$ cat config.mk
export PLATFORM = sky130hd
export DESIGN_NAME = prio_enc_rr
export DESIGN_NICKNAME = d
export VERILOG_FILES = /design/src/rtl/prio_enc_rr.sv
export SDC_FILE = /design/constraint.sdc
export NUM_CORES = 1
export LEC_CHECK = 0
export BUFFER_PORTS_ARGS = -buffer_cell sky130_fd_sc_hd__buf_2
export CAP_MARGIN = 40
export CORE_MARGIN = 8
export CORE_UTILIZATION = 30
export CTS_CLUSTER_SIZE = 8
export DETAILED_ROUTE_END_ITERATION = 12
export GPL_ROUTABILITY_DRIVEN = 0
export GPL_TIMING_DRIVEN = 0
export SLEW_MARGIN = 30
export SYNTH_ARGS = -nofsm -noshare
export SYNTH_HDL_FRONTEND = slang
export SYNTH_SLANG_ARGS = --single-unit
$ cat constraint.sdc
create_clock -name clk -period 6.9 [get_ports clk]
set_input_delay 1.035 -clock clk [delete_from_list [all_inputs] [get_ports clk]]
set_output_delay 1.035 -clock clk [all_outputs]
set_load 0.01 [all_outputs]
$ cat src/rtl/prio_enc_rr.sv
// Priority encoder with registered grant, valid/ready handshake and
// fixed-priority or round-robin arbitration.
//
// Parameters:
//   N : number of request inputs (2..64)
//   W : index width, derived as $clog2(N)
// Ports:
//   clk        in   rising-edge clock
//   rst_n      in   asynchronous active-low reset
//   in         in   N-bit level-sensitive request vector
//   mode       in   0 = fixed (highest index wins), 1 = round-robin
//   out        out  W-bit granted index (registered)
//   out_valid  out  grant valid (registered)
//   out_ready  in   consumer accepts grant when out_valid && out_ready
//   out_onehot out  N-bit one-hot of out, only when PRIO_ENC_ONEHOT_EN
//                   is defined
module prio_enc_rr #(
    parameter int N = 8,
    parameter int W = $clog2(N)
) (
    input  logic         clk,
    input  logic         rst_n,
    input  logic [N-1:0] in,
    input  logic         mode,
    output logic [W-1:0] out,
    output logic         out_valid,
`ifdef PRIO_ENC_ONEHOT_EN
    output logic [N-1:0] out_onehot,
`endif
    input  logic         out_ready
);

    logic [W-1:0] out_q, out_d;
    logic         valid_q, valid_d;
    logic [W-1:0] ptr_q, ptr_d;

    logic [W-1:0] fx_sel;
    logic [W-1:0] rr_sel;
    logic [W-1:0] sel;
    logic         any_req;
    logic         load;

    // Index k steps below ptr, wrapping modulo N (not 2^W).
    function automatic logic [W-1:0] rr_idx(
        input logic [W-1:0] ptr,
        input int           k
    );
        int p;
        p = int'(ptr) - k;
        if (p < 0) p = p + N;
        return p[W-1:0];
    endfunction

    assign any_req = |in;
    assign load    = !valid_q || out_ready;

    // Fixed priority: later (higher) indices overwrite earlier ones.
    always_comb begin
        fx_sel = '0;
        for (int i = 0; i < N; i++) begin
            if (in[i]) fx_sel = W'(i);
        end
    end

    // Round-robin: scan from the farthest position back toward ptr-1
    // so the nearest set bit below ptr (with wrap) wins; ptr itself
    // (k = N) is the last resort.
    always_comb begin
        rr_sel = '0;
        for (int k = N; k >= 1; k--) begin
            if (in[rr_idx(ptr_q, k)]) rr_sel = rr_idx(ptr_q, k);
        end
    end

    assign sel = mode ? rr_sel : fx_sel;

    always_comb begin
        out_d   = out_q;
        valid_d = valid_q;
        ptr_d   = ptr_q;
        if (load) begin
            valid_d = any_req;
            out_d   = any_req ? sel : '0;
            if (any_req && mode) ptr_d = sel;
        end
    end

    always_ff @(posedge clk or negedge rst_n) begin
        if (!rst_n) begin
            out_q   <= '0;
            valid_q <= 1'b0;
            ptr_q   <= '0;
        end else begin
            out_q   <= out_d;
            valid_q <= valid_d;
            ptr_q   <= ptr_d;
        end
    end

    assign out       = out_q;
    assign out_valid = valid_q;

`ifdef PRIO_ENC_ONEHOT_EN
    logic [N-1:0] oh_q, oh_d;
    logic [N-1:0] oh_one;

    assign oh_one = {{(N-1){1'b0}}, 1'b1};

    always_comb begin
        oh_d = oh_q;
        if (load) oh_d = any_req ? (oh_one << sel) : '0;
    end

    always_ff @(posedge clk or negedge rst_n) begin
        if (!rst_n) oh_q <= '0;
        else        oh_q <= oh_d;
    end

    assign out_onehot = oh_q;
`endif

endmodule
---- Word-level counts from Yosys, hierarchy flattened ----
Cells that the tools add are included.
W data, S select, Z words.
operators by class
  order comparisons ....................... 16
  reduce and logical (&&, ||, !) cells .... 5
  $add $sub $neg .......................... 16
  multiplexer cells ....................... 41
operator list
  operator               number
  $mux W3                23
  $lt A3 B4 Y1 const B   8
  $lt A4 B1 Y1 const B   7
  $add A3 B1 Y3 const B  8
  $bmux W1 S3            8
  $sub A3 B3 Y4 const B  4
  $mux W1                9
  $reduce_or A8 Y1       1
  $sub A3 B2 Y4 const B  2
  $lt A5 B1 Y1 const B   1
  $sub A3 B4 Y5 const B  1
  $sub A3 B1 Y4 const B  1
  $mux W2                1
  $reduce_and A2 Y1      1
  $logic_and A1 B1 Y1    1
  $logic_not A1 Y1       1
  $logic_or A1 B1 Y1     1
word-level totals
  output and inout port bits .............. 4
  register bits after elaboration ......... 7
  word-level logic and storage cells ...... 81

---- Logic depth before layout (Yosys ltp) ----
Gate-level depths: netlist (run 1).
  depth after elaboration ................. 15
  mapped depth ............................ 12

---- Worst setup path after synthesis (run 1) ----
No wires, ideal clock.
  kind .................................... flip-flop to flip-flop
  start point ............................. reg ptr_q[1]
  end point ............................... reg out_q[0], in the netlist out[0]
  slack ................................... 3869 ps
  arrival ................................. 2955 ps
  setup time .............................. 76 ps
  cell stages (with the launch flop) ...... 13
  period minus slack after synthesis ...... 3031 ps
  data required time ...................... 6824 ps
  path through ............................ dfrtp_1 > buf_2 > clkbuf_1 > inv_1 > ha_1 > buf_6 > mux4_2 > nor2b_4 > or3_1 > nand3_1 > a41oi_1 > mux2_2 > o21ai_2
on the way
  longest elaborated chain between the ends .. 15
ends and longest elaborated chain
  item                                           line  source
  from (decl)                                    35    logic [W-1:0] ptr_q, ptr_d;
  from (signal assigned)                         96    ptr_q <= ptr_d;
  $sub A3 B4 Y5                                  49    p = int'(ptr) - k;
  $lt A5 B1 Y1 or $add A3 B1 Y3 (tied branches)  50    if (p < 0) p = p + N;
  $mux W3                                        50
  $bmux W1 S3                                    71    if (in[rr_idx(ptr_q, k)]) rr_sel = rr_idx(ptr_q, k);
  $mux W1 (not written as such)                  71
  $mux W3 (7 in a row)                           71
  $mux W3 (*)                                    71
  $mux W3 (*)                                    75    assign sel = mode ? rr_sel : fx_sel;
  $mux W3 (*)                                    83    out_d = any_req ? sel : '0;
  to (signal assigned)                           94    out_q <= out_d;
  to (decl)                                      33    logic [W-1:0] out_q, out_d;
Every way passes the cells marked *; elsewhere a longest branch is shown, timed or not. The select of a mux whose other input is x is not followed.
A chain may end at the register's enable or synchronous reset.

---- Worst setup path after layout (run 1) ----
  start point ............................. reg ptr_q[1]
  end point ............................... reg ptr_q[1]
on the way
  longest elaborated chain between the ends .. 14
ends and longest elaborated chain
  item                                           line
  $sub A3 B4 Y5                                  49
  $lt A5 B1 Y1 or $add A3 B1 Y3 (tied branches)  50
  $mux W3                                        50
  $bmux W1 S3                                    71
  $mux W1 (not written as such)                  71
  $mux W3 (7 in a row)                           71
  $mux W3 (*)                                    71
  $mux W3 (*)                                    75
Marks and branches as above.

==> metrics.txt, run 1 <==
period utilisation layout 51.8%; share of cells above drive strength 1 29.9%; P_sw 401 uW; core area 4000 um^2; crit path max-delay cell type mux4_2; DIE WIDTH 80.3 um; remaining global-route overflow 0; Leak Pwr 0.543 nW; Warnings, synthesis 0; #FFs+latches synth 7; crit end category flop; Area after DPL 1370 um^2; Arrival @ worst endpoint 3.66 ns; hold_sp out[0]$_DFFE_PN0P_; initial core utilization 31.0%; internal reg-to-reg setup slack 3.33 ns; top_reg_cell synth dfrtp_1; CP Launch Type flop; crit path buf inv count 4; DRC viols 0; vias in the first global route 1249; WHS Endpoint out[0]$_DFFE_PN0P_; clk_lat worst skew 0.23 ns; drt initial violations 53; final hold vios 0; worst-path fanout max 10; clk_skew 0.00143 ns; first-pass GRT wire length 5530 um; PD cells 572 nW/um^2; Post-Route WL 3190 um; r2r startpoint ptr_q[1]$_DFFE_PN0P_; vias per cell 5.95; per-cell routed wire length 15.7 um; post-DP HPWL 2550 um; asr flop ratio synth 100%; RSZ-0062 raised after global routing false; Final nets 169; EDFF count, synth 0; Max Slew Vio Count 0; slowest stage delay, CP 0.57 ns; # IOs 16; Yosys cell types 47; CTS tree built; clock power share 7.0%; Hold Path Cell Cnt 2; cts hold-fix bufs 0; total power 808 uW; die area 6440 um^2; status completed; Fmax 280 MHz; sequential share of the synthesized area 14.1%; Worst-path clk slew 0.04 ns; routed via count 1214; Setup CP Type reg2reg; Avg Cell Area, Syn 9.04 um^2; row count 23; Worst Hold Class reg2reg; postcts setup bufs 0; Initial DRT Pass Iterations 4; max cap viols 0; Root Driver clkbuf_8; Reg2Reg Depth 11; final setup TNS 0 ns; Final ANT Viol Nets 0; TritonCTS Sinks 7; maximum vdd drop 0.191 mV; Clock Path Buffers 2; slew margin rel. 63.2%; combinational share of power 84.0%; Post-Syn Area 1240 um^2; Worst-Margin Slew 0.548 ns; design area 1410 um^2; Sequential Power Share 8.9%; switching share of power 49.6%; syn_nets 151; Resize count post-CTS 0; cell chain of the critical path buf_2, clkbuf_1, inv_1, ha_1, buf_6, mux4_2, mux2i_1, nand3_1, or3_1, a21oi_1, o21ai_1; H-tree levels 1; final setup fails 0; cells after synthesis 137; Period minus WS final 3.57 ns; clock buffer count from CTS 3; Pint 407 uW; pin count of the biggest net entering global routing 11; all-layer global routing usage 10.4%; WP data required 6.99 ns; delay-heaviest family, CP buffers and inverters; Area Growth Syn to Fin 13.9%; initial antenna violation count 0; reg2reg end ptr_q[1]$_DFFE_PN0P_; PortBufs 13; n_diodes 0; Die Y 80.3 um
==> worst min-delay path, cell delays in order, from the launching register on <==
cell and delay, ns:
dfrtp_1 0.33, a32oi_1 0.07, o21ai_2 0.05
==> kinds of logic (layout without fill, tap and decap cells) <==
family          count (synthesis)  after routing  synth area share [%]
simple gates                   51             51                  21.1
fa+ha+maj                       2              2                  2.02
compound gates                 35             35                  19.2
flops                           7              7                  14.1
buf+inv                        16             33                  8.28
xor+xnor                        5              5                  3.54
mux                            21             21                  31.7
==> worst max-delay path by stage <==
stage / from / to / slack [ns] / depth (start not counted)
after floorplan: ptr_q[1]$_DFFE_PN0P_ / out[0]$_DFFE_PN0P_ / 3.87 / 12
after global placement: ptr_q[1]$_DFFE_PN0P_ / ptr_q[1]$_DFFE_PN0P_ / 3.36 / 11
after detailed placement: ptr_q[1]$_DFFE_PN0P_ / ptr_q[1]$_DFFE_PN0P_ / 3.36 / 11
after CTS: ptr_q[1]$_DFFE_PN0P_ / ptr_q[1]$_DFFE_PN0P_ / 3.34 / 11
after global routing: ptr_q[1]$_DFFE_PN0P_ / ptr_q[1]$_DFFE_PN0P_ / 3.16 / 11
final: ptr_q[1]$_DFFE_PN0P_ / ptr_q[1]$_DFFE_PN0P_ / 3.33 / 11
==> power groups by stage <==
stage / combinational [mW] / sequential [mW] / clock (mW)
after CTS: 0.672 / 0.0719 / 0.0574
after floorplan: 0.540 / 0.0741 / 0
after global routing: 0.745 / 0.0742 / 0.0622
after detailed placement: 0.668 / 0.0725 / 0
after global placement: 0.659 / 0.0715 / 0
final: 0.679 / 0.0722 / 0.0568
==> area by class of cell <==
class,count,area (um^2)
Clock buffer,4,45.0
Multi-Input combinational cell,114,961
Inverter,7,26.3
Buffer,9,76.3
Tap cell,50,62.6
Sequential cell,7,175
Fill cell,394,2590
Timing Repair Buffer,13,65.1
==> per-layer routing <==
| layer | vias up | GRT usage (%) | wire length (um) |
|---|---|---|---|
| met3 | 7 | 3.24 | 156 |
| met4 | 0 | 2.18 | 43 |
| li1 | 562 | - | - |
| met2 | 43 | 18.0 | 1580 |
| met1 | 602 | 12.2 | 1410 |
| met5 | - | 0 | 0 |
==> state kept, by name (all words and copies together), names as in the netlist <==
signal and flops:
ptr_q 3, out_valid 1, out 3
==> per-stage QoR <==
step / instances / hold WS [ns] / worst slack [ns] / util, %
2_1_floorplan: 137 / 0.531 / 3.87 / -
3_3_place_gp: 200 / 0.480 / 3.36 / 34.2
3_5_place_dp: 200 / 0.481 / 3.36 / 34.2
4_1_cts: 204 / 0.486 / 3.34 / 35.3
5_1_grt: 204 / 0.520 / 3.16 / 35.3
6_report: 204 / 0.485 / 3.33 / 35.3
==> Yosys cell counts, drive strengths merged (2+ instances only) <==
cell type	instances	area share, %
nor2	12	3.6
inv	7	2.1
nor2b	4	2.6
o211ai	2	1.2
a211oi	6	4.0
buf	7	5.6
mux4	14	25
ha	2	2.0
and2	2	1.2
nand3	10	4.0
nor4	2	1.0
or2	2	1.0
mux2i	4	3.2
or3	2	1.0
a22oi	2	1.2
dfrtp	7	14
mux2	3	3.0
nor3	5	2.0
xor2	2	1.4
nand2b	2	1.0
nand2	8	2.4
clkbuf	2	0.61
xnor2	3	2.1
a21oi	9	3.6
o21ai	6	2.7
==> cell usage in the layout, fill, tap and decap left out, types with 2 or more instances in the layout <==
master and n:
buf_2 14, mux4_2 14, nor2_1 12, nand3_1 10, a21oi_1 9, nand2_1 8
dfrtp_1 7, inv_1 6, buf_6 5, nor3_1 5, a211oi_1 5, mux2i_1 4
clkbuf_1 3, xnor2_1 3, o21ai_0 3, nor2b_1 3, clkbuf_8 3, xor2_1 2
or3_1 2, nand2b_1 2, o211ai_1 2, mux2_2 2, nor4_1 2, o21ai_1 2
a22oi_1 2, ha_1 2
Note: power is estimated with default switching activity, not from simulation.
==> run 2: changes to the inputs <==
==> constraint.sdc (replaced) <==
create_clock -name clk -period 3.6 [get_ports clk]
set_input_delay 0.54 -clock clk [delete_from_list [all_inputs] [get_ports clk]]
set_output_delay 0.54 -clock clk [all_outputs]
set_load 0.01 [all_outputs]
==> metrics.txt, run 2 (synthesized netlist as in run 1, its figures left out) <==
post-route insts no fill 203; Sequential Power Share 9.0%; clk_skew 0.00144 ns; period utilisation layout 91.3%; Final nets 168; total power 1.54 mW; Final ANT Viol Nets 0; Max Slew Vio Count 0; Clock Path Buffers 2; row count 23; H-tree levels 1; cts hold-fix bufs 0; Area after DPL 1370 um^2; per-cell routed wire length 15.7 um; Pint 778 uW; Fmax 304 MHz; RSZ-0062 raised after global routing false; all-layer global routing usage 10.4%; most frequent cells in the layout buf_2, mux4_2, nor2_1, nand3_1, a21oi_1; post-DP HPWL 2550 um; Hold WS 0.139 ns; vias per cell 5.94; Worst Hold Class in2async; die area 6440 um^2; internal reg-to-reg setup slack 0.31 ns; Worst-path clk slew 0.04 ns; DRC viols 0; Initial DRT Pass Iterations 4; max cap viols 0; design area 1410 um^2; initial core utilization 31.0%; clock power share 7.1%; PortBufs 13; Met1 Wirelength 1380 um; slew margin rel. 64.5%; drt initial violations 75; final setup fails 0; P_sw 765 uW; Arrival @ worst endpoint 3.37 ns; Die Y 80.3 um; first-pass GRT wire length 5530 um; Period minus WS final 3.29 ns; Setup CP Type reg2reg; Area Growth Syn to Fin 13.6%; postcts setup bufs 0; WP data required 3.69 ns; CP Launch Type flop; wire length on met3 190 um; combinational share of power 84.0%; final hold vios 0; placed cells 200; Root Driver clkbuf_8; share of cells above drive strength 1 30.1%; n_diodes 0; status completed; Post-Route WL 3180 um; routed via count 1206; # IOs 16; final setup TNS 0 ns; worst-path fanout max 18; clk_lat worst skew 0.23 ns; CTS tree built; met2 routed WL 1570 um; TritonCTS Sinks 7; PD cells 1100 nW/um^2; DIE WIDTH 80.3 um; Leak Pwr 0.541 nW; vias in the first global route 1249; remaining global-route overflow 0; maximum vdd drop 0.368 mV; core area 4000 um^2; Worst-Margin Slew 0.529 ns; pin count of the biggest net entering global routing 11; switching share of power 49.6%; clock buffer count from CTS 3; crit end category flop; top sig layer met4; initial antenna violation count 0
-- run 2: power by group through the flow --
stage / combinational, mW / clock (mW) / sequential, mW
5_1_grt: 1.42 / 0.119 / 0.142
3_5_place_dp: 1.28 / 0 / 0.139
2_1_floorplan: 1.04 / 0 / 0.142
6_report: 1.30 / 0.109 / 0.138
4_1_cts: 1.29 / 0.110 / 0.138
3_3_place_gp: 1.26 / 0 / 0.137
-- run 2: metal layers --
metal,global-route usage (%),vias up
met5,0,-
met4,2.18,0
met3,3.24,7
met2,18.0,46
met1,12.2,591
li1,-,562
-- run 2: worst paths after layout --
path / from / endpoint / cells past startpoint
worst max-delay path: ptr_q[1]$_DFFE_PN0P_ / ptr_q[1]$_DFFE_PN0P_ / 10
worst min-delay path: rst_n / ptr_q[2]$_DFFE_PN0P_ / 1
worst max register to register: ptr_q[1]$_DFFE_PN0P_ / ptr_q[1]$_DFFE_PN0P_ / 10
worst min register to register: out[0]$_DFFE_PN0P_ / out[0]$_DFFE_PN0P_ / 2
max in group asynchronous: rst_n / out[0]$_DFFE_PN0P_ / 1
min in group clk: out[0]$_DFFE_PN0P_ / out[0]$_DFFE_PN0P_ / 2
-- run 2: timing repair --
action                                  4_1_cts  5_1_grt
endpoints found under the setup margin        0        4
endpoints found under the hold margin         0        0
resized for setup                             0        0
-- run 2: worst max-delay path: stages, from the launching register on --
cell     delay (ns)
dfrtp_1        0.35
buf_2          0.34
inv_1          0.17
ha_1           0.32
buf_6          0.15
mux4_2         0.57
mux2i_1        0.37
nand3_1        0.13
or3_1          0.41
a21oi_1        0.20
o21ai_1        0.13
-- run 2: area by class of cell --
| type | count | area [um^2] |
|---|---|---|
| sequential | 7 | 175 |
| clock buffer | 4 | 45.0 |
| fill | 393 | 2590 |
| tap | 50 | 62.6 |
| multi-input combinational | 114 | 961 |
| inverter | 7 | 26.3 |
| timing repair buffer | 13 | 65.1 |
| buffer | 8 | 72.6 |
-- run 2: through the flow --
stage	setup slack (ns)	util [%]
3_5_place_dp	0.0649	34.2
3_3_place_gp	0.0615	34.2
2_1_floorplan	0.569	-
5_1_grt	0.181	35.2
6_report	0.314	35.2
4_1_cts	0.0350	35.3
==> run 3: changes to the inputs <==
--- a/config.mk
+++ b/config.mk
@@ -13,6 +13,7 @@
 export DETAILED_ROUTE_END_ITERATION = 12
 export GPL_ROUTABILITY_DRIVEN = 0
 export GPL_TIMING_DRIVEN = 0
+export MAX_ROUTING_LAYER = met4
 export SLEW_MARGIN = 30
 export SYNTH_ARGS = -nofsm -noshare
 export SYNTH_HDL_FRONTEND = slang
==> metrics.txt, run 3 (synthesized netlist as in run 1, its figures left out) <==
row count 23; max cap viols 0; WP data required 3.69 ns; all-layer global routing usage 10.7%; final hold vios 0; slew margin rel. 63.4%; Setup WS pre-CTS 0.0649 ns; post-DP HPWL 2550 um; Max Slew Vio Count 0; postcts setup bufs 0; Arrival @ worst endpoint 3.38 ns; FILL cells 393; n_diodes 0; TritonCTS Sinks 7; period utilisation layout 91.5%; vias in the first global route 1245; initial antenna violation count 0; Root Driver clkbuf_8; Clock Path Buffers 2; clk_lat worst skew 0.23 ns; share of cells above drive strength 1 30.1%; most frequent cells in the layout buf_2, mux4_2, nor2_1, nand3_1, a21oi_1; Reg2Reg Depth 10; clock buffer count from CTS 3; Hold WS 0.141 ns; Worst-Margin Slew 0.545 ns; clk_skew 0.00135 ns; Area Growth Syn to Fin 13.6%; RSZ-0062 raised after global routing false; # IOs 16; Worst-path clk slew 0.04 ns; cts hold-fix bufs 0; pin count of the biggest net entering global routing 11; Worst Hold Class in2async; Resize count post-CTS 0; Period minus WS final 3.29 ns; Met1 Wirelength 1400 um; drt initial violations 84; DRC viols 0; top sig layer met4; remaining global-route overflow 0; worst setup margin 0.306 ns; PD cells 1100 nW/um^2; vias per cell 5.97; cell chain of the critical path buf_2, inv_1, ha_1, buf_6, mux4_2, mux2i_1, nand3_1, or3_1, a21oi_1, o21ai_1; crit path buf inv count 3; worst-path fanout max 18; Levels on crit path 10; die area 6440 um^2; initial core utilization 31.0%; Final ANT Viol Nets 0; PortBufs 13; final setup fails 0; CP Launch Type flop; Initial DRT Pass Iterations 4; core area 4000 um^2; wire length on met3 187 um; met2 routed WL 1570 um; slowest stage delay, CP 0.57 ns; DIE WIDTH 80.3 um; per-cell routed wire length 15.8 um; CTS tree built; Post-Route WL 3210 um; first-pass GRT wire length 5570 um; status completed; maximum vdd drop 0.367 mV; Final nets 168; crit path max-delay cell type mux4_2; Leak Pwr 0.541 nW; crit end category flop; Die Y 80.3 um; Fmax 304 MHz; Setup CP Type reg2reg; H-tree levels 1; routed via count 1212; final setup TNS 0 ns; delay-heaviest family, CP multiplexers
[run 3: cell counts in the layout (fill, tap and decap cells not counted)]
No cell type changed its count.
[run 3: worst register-to-register path: cells and delay by family, from the launching register on]
family,cells,cell delay [ns]
multiplexers,2,0.94
AND/OR/NAND/NOR,2,0.54
flip-flops,1,0.36
buffers and inverters,3,0.67
AO/OA/AOI/OAI,2,0.33
adder cells (fa/ha/maj),1,0.33
[run 3: report_power, final]
part | leakage [nW] | internal, mW | switching (mW) | total [mW]
Sequential | 0.0795 | 0.114 | 0.0243 | 0.138
Clock | 0.0228 | 0.0765 | 0.0329 | 0.109
Combinational | 0.439 | 0.587 | 0.710 | 1.30
Total | 0.541 | 0.778 | 0.767 | 1.55
[run 3: worst paths after layout]
path | startpoint | end | slack, ns
max in group asynchronous | rst_n | ptr_q[1]$_DFFE_PN0P_ | 3.30
min in group clk | out[0]$_DFFE_PN0P_ | out[0]$_DFFE_PN0P_ | 0.48
hold reg to reg | out[0]$_DFFE_PN0P_ | out[0]$_DFFE_PN0P_ | 0.48
hold / removal | rst_n | out[1]$_DFFE_PN0P_ | 0.14
setup / recovery | ptr_q[1]$_DFFE_PN0P_ | ptr_q[1]$_DFFE_PN0P_ | 0.31
setup reg to reg | ptr_q[1]$_DFFE_PN0P_ | ptr_q[1]$_DFFE_PN0P_ | 0.31
[run 3: area by class of cell]
type / instances / area (um^2) / area share [%]
inverters: 7 / 26.3 / 1.87
well taps: 50 / 62.6 / 4.44
repair buffers: 13 / 65.1 / 4.62
flip-flops and latches: 7 / 175 / 12.4
clock buffers: 4 / 45.0 / 3.20
plain buffers: 8 / 72.6 / 5.16
multi-input cells: 114 / 961 / 68.3
[run 3: through the flow]
stage	instance area [um^2]	power (mW)	utilization (%)	cells
3_5_place_dp	1370	1.42	34.2	200
3_3_place_gp	1370	1.40	34.2	200
4_1_cts	1410	1.54	35.3	204
2_1_floorplan	1240	1.18	-	137
5_1_grt	1410	1.69	35.2	203
6_report	1410	1.55	35.2	203
[run 3: routing by layer]
layer  global-route usage (%)  vias to the layer above
met1                     12.5                      591
met5                        -                        -
met3                     3.01                        7
li1                         -                      561
met2                     17.9                       53
met4                     2.18                        0
